<file path="config.mk">
export PLATFORM = sky130hd
export DESIGN_NAME = arbitro_mem_flat
export DESIGN_NICKNAME = d
export VERILOG_FILES = /design/src/rtl/arbitro_mem_if.sv /design/src/rtl/arbitro_mem.sv /design/src/flat_wrapper.sv
export SDC_FILE = /design/constraint.sdc
export NUM_CORES = 1
export LEC_CHECK = 0
export ABC_AREA = 1
export CORE_MARGIN = 5
export CORE_UTILIZATION = 36
export DETAILED_ROUTE_END_ITERATION = 10
export PLACE_DENSITY = 0.84
export SLEW_MARGIN = 25
export SYNTH_ARGS = -nofsm -noshare
export SYNTH_HDL_FRONTEND = slang
export SYNTH_SLANG_ARGS = --single-unit
</file>
<file path="constraint.sdc">
create_clock -name clk -period 1.4 [get_ports clk]
set_input_delay 0.14 -clock clk [delete_from_list [all_inputs] [get_ports clk]]
set_output_delay 0.14 -clock clk [all_outputs]
set_load 0.1 [all_outputs]
</file>
<file path="src/rtl/arbitro_mem_if.sv">
// Bus bundle between the memory arbiter, its two requesters and the memory port.
//
// Signal groups:
//   boot                              loader owns memory when high
//   cpu_req/we/addr/wdata, cpu_gnt    CPU request channel and grant pulse
//   ldr_req/we/addr/wdata, ldr_gnt    loader request channel and grant pulse
//   cpu_rvalid, ldr_rvalid, rdata     shared read-return path with per-requester strobes
//   owner                             requester of the last grant (0 CPU, 1 loader)
//   mem_addr/wdata/we, mem_rdata      single-port memory, registered read
//
// Modports:
//   slave   the arbiter's view (requests and mem_rdata in, grants/data/memory port out)
//   master  the environment's view (requesters plus memory model)
interface arbitro_mem_if #(
  parameter int unsigned ADDR_W = 7,
  parameter int unsigned DATA_W = 32
);

  logic              boot;

  logic              cpu_req;
  logic              cpu_we;
  logic [ADDR_W-1:0] cpu_addr;
  logic [DATA_W-1:0] cpu_wdata;
  logic              cpu_gnt;
  logic              cpu_rvalid;

  logic              ldr_req;
  logic              ldr_we;
  logic [ADDR_W-1:0] ldr_addr;
  logic [DATA_W-1:0] ldr_wdata;
  logic              ldr_gnt;
  logic              ldr_rvalid;

  logic [DATA_W-1:0] rdata;
  logic              owner;

  logic [ADDR_W-1:0] mem_addr;
  logic [DATA_W-1:0] mem_wdata;
  logic              mem_we;
  logic [DATA_W-1:0] mem_rdata;

  modport slave (
    input  boot,
    input  cpu_req, cpu_we, cpu_addr, cpu_wdata,
    output cpu_gnt, cpu_rvalid,
    input  ldr_req, ldr_we, ldr_addr, ldr_wdata,
    output ldr_gnt, ldr_rvalid,
    output rdata, owner,
    output mem_addr, mem_wdata, mem_we,
    input  mem_rdata
  );

  modport master (
    output boot,
    output cpu_req, cpu_we, cpu_addr, cpu_wdata,
    input  cpu_gnt, cpu_rvalid,
    output ldr_req, ldr_we, ldr_addr, ldr_wdata,
    input  ldr_gnt, ldr_rvalid,
    input  rdata, owner,
    input  mem_addr, mem_wdata, mem_we,
    output mem_rdata
  );

endinterface

</file>
<file path="src/rtl/arbitro_mem.sv">
// Two-requester arbiter/sequencer for the single-port program/data memory.
//
// Requester 0 is the CPU control path, requester 1 the boot loader. One access is in flight at a
// time: IDLE samples requests and grants a winner, ACC drives the memory port for one cycle, and
// RESP (reads only) captures the registered memory output into rdata with the owner's rvalid.
//
// Ports:
//   clk  system clock
//   rst  synchronous, active-high reset
//   bus  arbitro_mem_if.slave: boot, cpu_*/ldr_* request channels, grants, rvalids, rdata, owner,
//        and the memory port (mem_addr/mem_wdata/mem_we out, mem_rdata in)
//
// Fairness: while both requesters ask, the CPU wins until the loader has lost MAX_WAIT times in a
// row; the next contested arbitration then goes to the loader.
module arbitro_mem #(
  parameter int unsigned ADDR_W   = 7,
  parameter int unsigned DATA_W   = 32,
  parameter int unsigned MAX_WAIT = 4
) (
  input logic          clk,
  input logic          rst,
  arbitro_mem_if.slave bus
);

  localparam int unsigned     CntW   = $clog2(MAX_WAIT + 1);
  localparam logic [CntW-1:0] MaxCnt = CntW'(MAX_WAIT);

  typedef enum logic [1:0] {
    StIdle,
    StAcc,
    StResp
  } state_e;

  state_e            state_q, state_d;
  logic [CntW-1:0]   wait_q, wait_d;
  logic              cpu_gnt_q, cpu_gnt_d;
  logic              ldr_gnt_q, ldr_gnt_d;
  logic              cpu_rvalid_q, cpu_rvalid_d;
  logic              ldr_rvalid_q, ldr_rvalid_d;
  logic              owner_q, owner_d;
  logic [DATA_W-1:0] rdata_q, rdata_d;
  logic [ADDR_W-1:0] mem_addr_q, mem_addr_d;
  logic [DATA_W-1:0] mem_wdata_q, mem_wdata_d;
  logic              mem_we_q, mem_we_d;

  // Arbitration decision, only acted upon in StIdle.
  logic ldr_win;
  logic cpu_win;

  always_comb begin
    ldr_win = 1'b0;
    cpu_win = 1'b0;
    if (bus.boot) begin
      ldr_win = bus.ldr_req;
    end else if (bus.cpu_req && bus.ldr_req) begin
      ldr_win = (wait_q == MaxCnt);
      cpu_win = (wait_q != MaxCnt);
    end else begin
      ldr_win = bus.ldr_req;
      cpu_win = bus.cpu_req;
    end
  end

  always_comb begin
    state_d      = state_q;
    wait_d       = wait_q;
    cpu_gnt_d    = 1'b0;
    ldr_gnt_d    = 1'b0;
    cpu_rvalid_d = 1'b0;
    ldr_rvalid_d = 1'b0;
    owner_d      = owner_q;
    rdata_d      = rdata_q;
    mem_addr_d   = mem_addr_q;
    mem_wdata_d  = mem_wdata_q;
    mem_we_d     = 1'b0;

    unique case (state_q)
      StIdle: begin
        // Loader starvation counter: counts consecutive losses while it is asking.
        if (bus.ldr_req && !ldr_win) begin
          if (wait_q != MaxCnt) begin
            wait_d = wait_q + CntW'(1);
          end
        end else begin
          wait_d = '0;
        end

        if (ldr_win) begin
          ldr_gnt_d   = 1'b1;
          owner_d     = 1'b1;
          mem_addr_d  = bus.ldr_addr;
          mem_wdata_d = bus.ldr_wdata;
          mem_we_d    = bus.ldr_we;
          state_d     = StAcc;
        end else if (cpu_win) begin
          cpu_gnt_d   = 1'b1;
          owner_d     = 1'b0;
          mem_addr_d  = bus.cpu_addr;
          mem_wdata_d = bus.cpu_wdata;
          mem_we_d    = bus.cpu_we;
          state_d     = StAcc;
        end
      end

      StAcc: begin
        // mem_we_q still reflects the access being performed this cycle.
        state_d = mem_we_q ? StIdle : StResp;
      end

      StResp: begin
        rdata_d = bus.mem_rdata;
        if (owner_q) begin
          ldr_rvalid_d = 1'b1;
        end else begin
          cpu_rvalid_d = 1'b1;
        end
        state_d = StIdle;
      end

      default: begin
        state_d = StIdle;
      end
    endcase
  end

  always_ff @(posedge clk) begin
    if (rst) begin
      state_q      <= StIdle;
      wait_q       <= '0;
      cpu_gnt_q    <= 1'b0;
      ldr_gnt_q    <= 1'b0;
      cpu_rvalid_q <= 1'b0;
      ldr_rvalid_q <= 1'b0;
      owner_q      <= 1'b0;
      rdata_q      <= '0;
      mem_addr_q   <= '0;
      mem_wdata_q  <= '0;
      mem_we_q     <= 1'b0;
    end else begin
      state_q      <= state_d;
      wait_q       <= wait_d;
      cpu_gnt_q    <= cpu_gnt_d;
      ldr_gnt_q    <= ldr_gnt_d;
      cpu_rvalid_q <= cpu_rvalid_d;
      ldr_rvalid_q <= ldr_rvalid_d;
      owner_q      <= owner_d;
      rdata_q      <= rdata_d;
      mem_addr_q   <= mem_addr_d;
      mem_wdata_q  <= mem_wdata_d;
      mem_we_q     <= mem_we_d;
    end
  end

  assign bus.cpu_gnt    = cpu_gnt_q;
  assign bus.ldr_gnt    = ldr_gnt_q;
  assign bus.cpu_rvalid = cpu_rvalid_q;
  assign bus.ldr_rvalid = ldr_rvalid_q;
  assign bus.owner      = owner_q;
  assign bus.rdata      = rdata_q;
  assign bus.mem_addr   = mem_addr_q;
  assign bus.mem_wdata  = mem_wdata_q;
  assign bus.mem_we     = mem_we_q;

endmodule

</file>
<file path="src/flat_wrapper.sv">
// flat-port wrapper written by rule: the top's interface ports become plain ports
module arbitro_mem_flat 
#(
  parameter int unsigned ADDR_W   = 7,
  parameter int unsigned DATA_W   = 32,
  parameter int unsigned MAX_WAIT = 4
)
  (clk, rst, bus_boot, bus_cpu_req, bus_cpu_we, bus_cpu_addr, bus_cpu_wdata, bus_cpu_gnt, bus_cpu_rvalid, bus_ldr_req, bus_ldr_we, bus_ldr_addr, bus_ldr_wdata, bus_ldr_gnt, bus_ldr_rvalid, bus_rdata, bus_owner, bus_mem_addr, bus_mem_wdata, bus_mem_we, bus_mem_rdata);
  arbitro_mem_if #(.ADDR_W(ADDR_W), .DATA_W(DATA_W)) bus_i ();
  input logic clk;
  input logic rst;
  input wire logic [$bits(bus_i.boot)-1:0] bus_boot;
  input wire logic [$bits(bus_i.cpu_req)-1:0] bus_cpu_req;
  input wire logic [$bits(bus_i.cpu_we)-1:0] bus_cpu_we;
  input wire logic [$bits(bus_i.cpu_addr)-1:0] bus_cpu_addr;
  input wire logic [$bits(bus_i.cpu_wdata)-1:0] bus_cpu_wdata;
  output wire logic [$bits(bus_i.cpu_gnt)-1:0] bus_cpu_gnt;
  output wire logic [$bits(bus_i.cpu_rvalid)-1:0] bus_cpu_rvalid;
  input wire logic [$bits(bus_i.ldr_req)-1:0] bus_ldr_req;
  input wire logic [$bits(bus_i.ldr_we)-1:0] bus_ldr_we;
  input wire logic [$bits(bus_i.ldr_addr)-1:0] bus_ldr_addr;
  input wire logic [$bits(bus_i.ldr_wdata)-1:0] bus_ldr_wdata;
  output wire logic [$bits(bus_i.ldr_gnt)-1:0] bus_ldr_gnt;
  output wire logic [$bits(bus_i.ldr_rvalid)-1:0] bus_ldr_rvalid;
  output wire logic [$bits(bus_i.rdata)-1:0] bus_rdata;
  output wire logic [$bits(bus_i.owner)-1:0] bus_owner;
  output wire logic [$bits(bus_i.mem_addr)-1:0] bus_mem_addr;
  output wire logic [$bits(bus_i.mem_wdata)-1:0] bus_mem_wdata;
  output wire logic [$bits(bus_i.mem_we)-1:0] bus_mem_we;
  input wire logic [$bits(bus_i.mem_rdata)-1:0] bus_mem_rdata;
  assign bus_i.boot = bus_boot;
  assign bus_i.cpu_req = bus_cpu_req;
  assign bus_i.cpu_we = bus_cpu_we;
  assign bus_i.cpu_addr = bus_cpu_addr;
  assign bus_i.cpu_wdata = bus_cpu_wdata;
  assign bus_cpu_gnt = bus_i.cpu_gnt;
  assign bus_cpu_rvalid = bus_i.cpu_rvalid;
  assign bus_i.ldr_req = bus_ldr_req;
  assign bus_i.ldr_we = bus_ldr_we;
  assign bus_i.ldr_addr = bus_ldr_addr;
  assign bus_i.ldr_wdata = bus_ldr_wdata;
  assign bus_ldr_gnt = bus_i.ldr_gnt;
  assign bus_ldr_rvalid = bus_i.ldr_rvalid;
  assign bus_rdata = bus_i.rdata;
  assign bus_owner = bus_i.owner;
  assign bus_mem_addr = bus_i.mem_addr;
  assign bus_mem_wdata = bus_i.mem_wdata;
  assign bus_mem_we = bus_i.mem_we;
  assign bus_i.mem_rdata = bus_mem_rdata;
  arbitro_mem #(.ADDR_W(ADDR_W), .DATA_W(DATA_W), .MAX_WAIT(MAX_WAIT)) u_core (.clk(clk), .rst(rst), .bus(bus_i));
endmodule
</file>
# --- Yosys cells after proc, flatten, opt, wreduce, memory -nomap -nowiden ---
# Cells that the tools add are included.
totals:
  inputBits: 117
  output_inout_bits: 77
  ff_bits: 82
  elab_cells: 52
op_classes:
  n_reduce_logical: 10
  addsub: 1
  muxes: 22
  n_eq_ne: 6
  bitwise_logic: 2
op_table:
  columns: ["op", "count"]
  rows:
  - ["$mux W32", 2]
  - ["$mux W7", 2]
  - ["$mux W1", 12]
  - ["$mux W2", 3]
  - ["$mux W3", 2]
  - ["$pmux W2 S2", 1]
  - ["$reduce_and A2 Y1", 2]
  - ["$reduce_or A2 Y1", 2]
  - ["$add A3 B1 Y3 const B", 1]
  - ["$eq A3 B3 Y1 const B", 1]
  - ["$ne A3 B1 Y1 const B", 1]
  - ["$ne A3 B3 Y1 const B", 1]
  - ["$reduce_or A3 Y1", 1]
  - ["$eq A2 B1 Y1 const B", 1]
  - ["$eq A2 B2 Y1 const B", 1]
  - ["$logic_and A1 B1 Y1", 2]
  - ["$logic_not A2 Y1", 1]
  - ["$ne A2 B2 Y1 const B", 1]
  - ["$not A1 Y1", 2]
  - ["$reduce_bool A2 Y1", 1]
  - ["$logic_not A1 Y1", 1]

# --- Logic depth before layout (Yosys ltp) ---
# Gate-level depths: netlist (run 1).
logic_depth:
  depth_word: 7
  mapped_depth: 10
  mapped_depth_nobuf: 9

# --- Worst setup path before layout (run 1) ---
# Ideal clock, no wire load.
synth_path:
  path_kind: "register to register"
  from: "register u_core.wait_q[0]"
  to: "register u_core.mem_wdata_q[14], in the netlist u_core.bus.mem_wdata[14]"
  slack_ps: 70
  path_stages_with_launch: 11
  t_required_ps: 1344
  arrival_ps: 1274
  n_path_buf: 1
  setup_time_ps: 56
  synth_period_minus_slack_ps: 1330
  path_cell_list: "dfxtp_1 > inv_1 > ha_1 > nand2_1 > inv_1 > o21ai_4 > buf_2 > nand2_1 > nand3_1 > nand2_1 > inv_1"
synth_between:
  elab_chain_cells: 5
  word_cells_on_any_way: 9
  cone_classes: "eq/ne (2); mux (5); reduce/logical (2)"
synth_lines:
  columns: ["element", "line", "rtl"]
  rows:
  - ["from (decl)", "arbitro_mem.sv:35", "logic [CntW-1:0] wait_q, wait_d;"]
  - ["from (signal assigned)", "arbitro_mem.sv:141", "wait_q <= wait_d;"]
  - ["$ne A3 B3 Y1 / $eq A3 B3 Y1 (equally long branches)", "arbitro_mem.sv:57, arbitro_mem.sv:56", null]
  - ["$mux W1", "arbitro_mem.sv:55", "end else if (bus.cpu_req && bus.ldr_req) begin"]
  - ["$mux W1", "arbitro_mem.sv:53", "if (bus.boot) begin"]
  - ["$reduce_bool A2 Y1 (no line)", null, null]
  - ["$reduce_and A2 Y1 (no line)", null, null]
  - ["to (signal assigned)", "arbitro_mem.sv:149", "mem_wdata_q <= mem_wdata_d;"]
  - ["to (decl)", "arbitro_mem.sv:43", "logic [DATA_W-1:0] mem_wdata_q, mem_wdata_d;"]
# Several ways; a longest one is shown, not always the timed one.
# A chain may end at the register's enable or synchronous reset.

# --- Worst setup path in the final report (run 1) ---
layout_path:
  from: "register u_core.wait_q[0]"
  to: "register u_core.mem_wdata_q[2], in the netlist u_core.bus.mem_wdata[2]"
# Same word-level chain as after synthesis.

==> metrics.cfg, run 1 <==
[floorplanning]
die_y_um = 111.4
num_rows = 37
ios = 194
start_util_pct = 36.35
core_um2 = 10180
die-area_um2 = 12410
dieWidth_um = 111.4

[clock_network]
clock-sinks = 82
hold_buffers = 0
clk_latency_ns = 0.36
cts.reportedPaths.clkPinSlew_ns = 0.10
cts_max_level = 3
cts_tree = yes
cts_buffer_depth = 2
cts-root-buf = clkbuf_8
cts_buffers = 9

[setup_path]
required_ns = 1.67
end_kind = flip-flop
crit_family = buffers and inverters
crit_top_cell = nand3_2
crit_type = reg2reg
crit_chain = inv_2 -> ha_4 -> nand2_4 -> buf_6 -> nand3_4 -> buf_12 -> clkbuf_16 -> nand3_2 -> nand3_2 -> nand2_1 -> inv_1
crit_buf_inv = 5
cp_slowest_cell = dfxtp_2
cp.arrival_ns = 1.83
cp_max_fo = 8
slowest_delay_ns = 0.37
r2r_slack_ns = -0.16
cp-start-kind = flip-flop

[placed_design]
place_ws_ns = -0.2133
hpwlAfterDp_um = 10120
place_congestion = 0.8034
numPortBuffers = 193

[detailed_routing]
drt-vias-per-instance = 5.046
vias = 4471
drc_errors = 0
drt_iter0_markers = 367
wl_per_cell_um = 17.91
antenna_left = 0
firstDrtPassIters = 5
wirelength_um = 15870

[timing]
clock_skew_ns = 0.01577
maxSlewHeadroom_pct = 62.90
hold_violations = 0
fin_crit_sh_pct = 111.6
setup_ws_ns = -0.1617
rsz0062_at_grt = yes
setup_viol = 41
fmax_mhz = 640.3
tightestPinTransition_ns = 0.5565
fin_crit_ns = 1.562
slew_viol_final = 0

[logic_synthesis]
synth_nets = 657
synth_top_area_cell = dfxtp_1
ys_seq_area_share_pct = 44.34
synth.distinct_cells = 24
synth_area_leaders = dfxtp_1 44%, nand2_1 12%, nand3_1 11%, nor2_1 7.0%, inv_1 6.3%
syn-cell-area_um2 = 3702
ys_ff_latch = 82
synth_edf_count = 0
synth.avg_cell_area_um2 = 6.882
netlist_instances = 538
synthArstFlopShare_pct = 0
yosysTopAreaCellShare_pct = 44.34
synth_warnings = 0
synth_ff_type = dfxtp_1

[cells_and_area]
fill_cells = 691
final_common_cell = clkdlybuf4s50_1
num_antenna_cells = 0
area_growth_syn_to_layout_pct = 104.7
final_cell_mix = 115 x clkdlybuf4s50_1, 99 x nand2_1, 88 x buf_12
fin_nets = 864
layout-drive-gt1-share_pct = 30.40

[pwr]
p_leak_nw = 3.355
power_mw = 8.546
power.density_nw_per_um2 = 1128
irDropWorstVdd_uv = 622.4

[status]
violations = negative setup slack
status = finished, violations left

[grt]
grt_pass1_wl_um = 23440
overflow = 0
grtUsageTotal_pct = 23.27
antenna_found_initial = 0
grt_start_max_net_pins = 41
grt_pass1_vias = 4522

[worst_hold_path]
hp-class = in2reg

[job]
maxCapViolCount = 0

[sequential cells by signal (all words and copies together) (netlist names)]
name and cells:
u_core.bus.mem_addr 7, u_core.state_q 2, u_core.bus.ldr_gnt 1, u_core.bus.ldr_rvalid 1, u_core.bus.mem_we 1, u_core.wait_q 3
u_core.bus.cpu_gnt 1, u_core.bus.owner 1, u_core.bus.rdata 32, u_core.bus.cpu_rvalid 1, u_core.bus.mem_wdata 32
[through the flow]
step / TNS [ns] / cell area [um2] / hold WS (ns) / cells / utilization (%)
2_1_floorplan: 0 / 3702 / 0.2827 / 538 / -
3_3_place_gp: -3.322 / 6579 / 0.4619 / 850 / 64.59
3_5_place_dp: -5.304 / 6579 / 0.4826 / 850 / 64.59
4_1_cts: -2.204 / 7228 / 0.3544 / 883 / 70.97
5_1_grt: -7.324 / 7579 / 0.3602 / 886 / 74.41
6_report: -4.628 / 7579 / 0.3601 / 886 / 74.41
[cells by family after synthesis]
logic type	count (synthesis)	share of synthesized area [%]
AOI/OAI and AO/OA	80	11.46
xor gates and xnor gates	1	0.2366
adders and majority gates	2	0.6758
buffers and inverters	104	12.81
DFF	82	44.34
and+or+nand+nor	269	30.48
[synth_stat cells, types with 5 or more instances]
master	count
buf_4	5
buf_6	6
inv_1	62
clkbuf_1	13
nand3_1	78
o21ai_0	46
a21oi_1	16
nor2_1	69
dfxtp_1	82
o21ai_1	15
nand2_1	116
buf_2	14
[routing by layer]
metal / share of wire [%] / routed length [um] / GRT usage (%)
met3: 9.6 / 1525 / 7.446
met1: 37 / 5797 / 26.88
met2: 50 / 7990 / 39.77
met4: 3.5 / 558 / 9.732
met5: 0 / 0 / 0
[report_power, final]
group,internal (mW),switching [mW],total (mW),leakage [nW]
Clock,1.01,0.937,1.95,0.107
Sequential,2.55,0.234,2.78,0.676
Combinational,1.50,2.32,3.82,2.57
Total,5.06,3.49,8.55,3.35
[timing repair]
action / 4_1_cts / 5_1_grt
hold endpoints to repair: 0 / 0
setup buffers: 11 / 4
gates resized for setup: 39 / 73
pin swaps: 10 / 30
setup endpoints to repair: 42 / 43
cloned: 7 / 1
[final cells by class]
cell class,count,area (um2),share of cell area (%)
Sequential cell,82,1644,21.69
Inverter,66,252.7,3.335
Tap cell,136,170.2,2.245
Clock inverter,6,90.09,1.189
Timing Repair Buffer,234,3287,43.37
Clock buffer,10,127.6,1.684
Multi-Input combinational cell,352,2007,26.48
[tightest hold or removal path: stages]
cell and delay, ns:
clkdlybuf4s50_1 0.41, nand2_2 0.08, a21oi_2 0.05
[path summary, 6_finish.rpt]
kind | startpoint | to | cells past startpoint
worst max register to register | u_core.wait_q[0]$_SDFFE_PP0P_ | u_core.bus.mem_wdata[2]$_SDFFE_PP0P_ | 11
worst max-delay path | u_core.wait_q[0]$_SDFFE_PP0P_ | u_core.bus.mem_wdata[2]$_SDFFE_PP0P_ | 11
worst min register to register | u_core.bus.mem_we$_SDFF_PP0_ | u_core.state_q[1]$_SDFFE_PP0P_ | 1
worst min-delay path | bus_ldr_we | u_core.bus.mem_we$_SDFF_PP0_ | 3
Note: power is estimated with default switching activity, not from simulation.
==> inputs of run 2 (changes only) <==
--- a/config.mk
+++ b/config.mk
@@ -7,9 +7,9 @@
 export LEC_CHECK = 0
 export ABC_AREA = 1
 export CORE_MARGIN = 5
-export CORE_UTILIZATION = 36
+export CORE_UTILIZATION = 40
 export DETAILED_ROUTE_END_ITERATION = 10
-export PLACE_DENSITY = 0.84
+export PLACE_DENSITY = 0.88
 export SLEW_MARGIN = 25
 export SYNTH_ARGS = -nofsm -noshare
 export SYNTH_HDL_FRONTEND = slang
==> constraint.sdc (replaced) <==
create_clock -name clk -period 1.6 [get_ports clk]
set_input_delay 0.16 -clock clk [delete_from_list [all_inputs] [get_ports clk]]
set_output_delay 0.16 -clock clk [all_outputs]
set_load 0.1 [all_outputs]
==> run 2 against run 1 <==
The run now ends clean. Clock skew is 0.0030 ns lower. Clock-buffer cell count is 2 higher. Largest cell class unchanged. Cell count is 5.5% lower. Worst setup slack better by 0.22 ns. Via count is 4.1% lower. Fmax is 1.1% higher. Die area is 9.1% lower. Critical endpoint is now u_core.bus.mem_wdata[12]$_SDFFE_PP0P_.
==> metrics.cfg, run 2 (synthesized netlist as in run 1, its figures left out) <==
[status]
status = finished clean

[setup_path]
cp-start-kind = flip-flop
r2r_slack_ns = 0.06
cp.arrival_ns = 1.83
end_kind = flip-flop
reg2reg_depth = 10
crit_type = reg2reg
required_ns = 1.88
cp-startpoint = u_core.wait_q[0]$_SDFFE_PP0P_
cp-endpoint = u_core.bus.mem_wdata[12]$_SDFFE_PP0P_
r2r-end = u_core.bus.mem_wdata[12]$_SDFFE_PP0P_
r2r_start = u_core.wait_q[0]$_SDFFE_PP0P_
cp_max_fo = 17

[floorplanning]
die-area_um2 = 11280
start_util_pct = 40.45
ios = 194
die_y_um = 106.2
num_rows = 35
dieWidth_um = 106.2
core_um2 = 9153

[clock_network]
cts_buffer_depth = 2
clock-sinks = 82
cts_tree = yes
hold_buffers = 0
cts-root-buf = clkbuf_8
cts_buffers = 9
cts_max_level = 3
clk_latency_ns = 0.34
cts.reportedPaths.clkPinSlew_ns = 0.09

[pwr]
power.density_nw_per_um2 = 1055
p_int_mw = 4.321
power_frac_clock_pct = 23.2
p_switching_mw = 2.806
power.share.combinational_pct = 42.7
p_leak_nw = 3.017
seqPwrFrac_pct = 34.1
swShare_pct = 39.38
irDropWorstVdd_uv = 623.6

[grt]
antenna_found_initial = 0
grt_start_max_net_pins = 55
grt_pass1_vias = 4313
grt_pass1_wl_um = 20960
overflow = 0
grtUsageTotal_pct = 23.14

[detailed_routing]
dr.max_layer_used = met4
dr_wl_met2_um = 6390
route.met3.wl_um = 1301
wirelength_um = 13120
antenna_left = 0
vias = 4289
drc_errors = 0
firstDrtPassIters = 7
drt_iter0_markers = 275
wl_met1_um = 5139
wl_per_cell_um = 15.67
drt-vias-per-instance = 5.124

[cells_and_area]
seqCellArea_um2 = 1643
fin_area_um2 = 6754
multi_input_area_um2 = 1594
fin_nets = 840
area_growth_syn_to_layout_pct = 82.43
num_antenna_cells = 0
final_util_pct = 73.79
layout-drive-gt1-share_pct = 16.67
final_cell_mix = 115 x nand2_1, 115 x clkdlybuf4s50_1, 83 x buf_12
fill_cells = 653

[timing]
hold_violations = 0
slew_viol_final = 0
clock_skew_ns = 0.01281
fmax_mhz = 647.6
whs_ns = 0.3861
rsz0062_at_grt = no
maxSlewHeadroom_pct = 66.26
fin_crit_ns = 1.544
tightestPinTransition_ns = 0.5050
setup_viol = 0
fin_crit_sh_pct = 96.51

[placed_design]
hpwlAfterDp_um = 10100
numPortBuffers = 193
place_congestion = 0.8615
placed_area_um2 = 6482

[job]
maxCapViolCount = 0

[worst_hold_path]
hp-class = in2reg
min_from = bus_cpu_we

[run 2: changes by cell type in the layout (fill, tap and decap cells not counted), moves of 8 or more]
cell	delta
nand3_2	-53
buf_4	-8
nand2_2	-11
nand2_1	+16
nand3_1	+58
[run 2: layout make-up]
type | instances | share of cell area [%]
timing repair buffer | 210 | 43.00
multi-input combinational | 352 | 23.60
sequential | 82 | 24.32
inverter | 66 | 3.761
clock inverter | 4 | 1.112
tap | 111 | 2.056
clock buffer | 12 | 2.149
[run 2: timing repair]
| action | CTS | global route |
|---|---|---|
| setup endpoints to repair | 1 | 60 |
| cloned | 1 | 0 |
| gates resized for setup | 3 | 3 |
| pin swaps | 1 | 2 |
| setup buffers | 2 | 1 |
[run 2: layer usage]
| metal | vias to the layer above | GRT usage, % |
|---|---|---|
| li1 | 2055 | - |
| met1 | 1972 | 26.09 |
| met2 | 239 | 40.27 |
| met3 | 23 | 7.590 |
| met4 | 0 | 9.066 |
| met5 | - | 0 |
[run 2: how the worst min path moves through the flow]
stage	cells after the start	slack [ns]	to
2_1_floorplan	2	0.30	u_core.bus.mem_we$_SDFF_PP0_
3_3_place_gp	2	0.46	u_core.wait_q[0]$_SDFFE_PP0P_
3_5_place_dp	1	0.48	u_core.state_q[1]$_SDFFE_PP0P_
4_1_cts	3	0.37	u_core.bus.mem_we$_SDFF_PP0_
5_1_grt	3	0.38	u_core.bus.mem_we$_SDFF_PP0_
6_report	3	0.39	u_core.bus.mem_we$_SDFF_PP0_
[run 2: per-stage QoR]
step	total power, mW	TNS, ns	worst slack, ns	std cells
CTS	7.172	0	0.02012	837
floorplan	4.218	0	0.2701	538
global route	7.405	0	0.0005957	837
detailed placement	5.505	-0.08664	-0.03073	818
finish	7.127	0	0.05588	837
global placement	5.430	0	0.006394	818
[run 2: critical path: stages, from the launching register on]
cell and delay [ns]:
dfxtp_2 0.35, inv_1 0.06, ha_1 0.20, nand2_2 0.10
inv_1 0.07, o21ai_4 0.22, buf_12 0.19, nand2_1 0.07
nand3_1 0.09, nand2_1 0.07, inv_1 0.05
[run 2: power groups by stage]
stage          Sequential, mW  Combinational (mW)  Clock (mW)
2_1_floorplan            3.64               0.576           0
3_3_place_gp             2.46                2.97           0
3_5_place_dp             2.48                3.03           0
4_1_cts                  2.43                3.06        1.68
5_1_grt                  2.45                3.18        1.77
6_report                 2.43                3.05        1.65
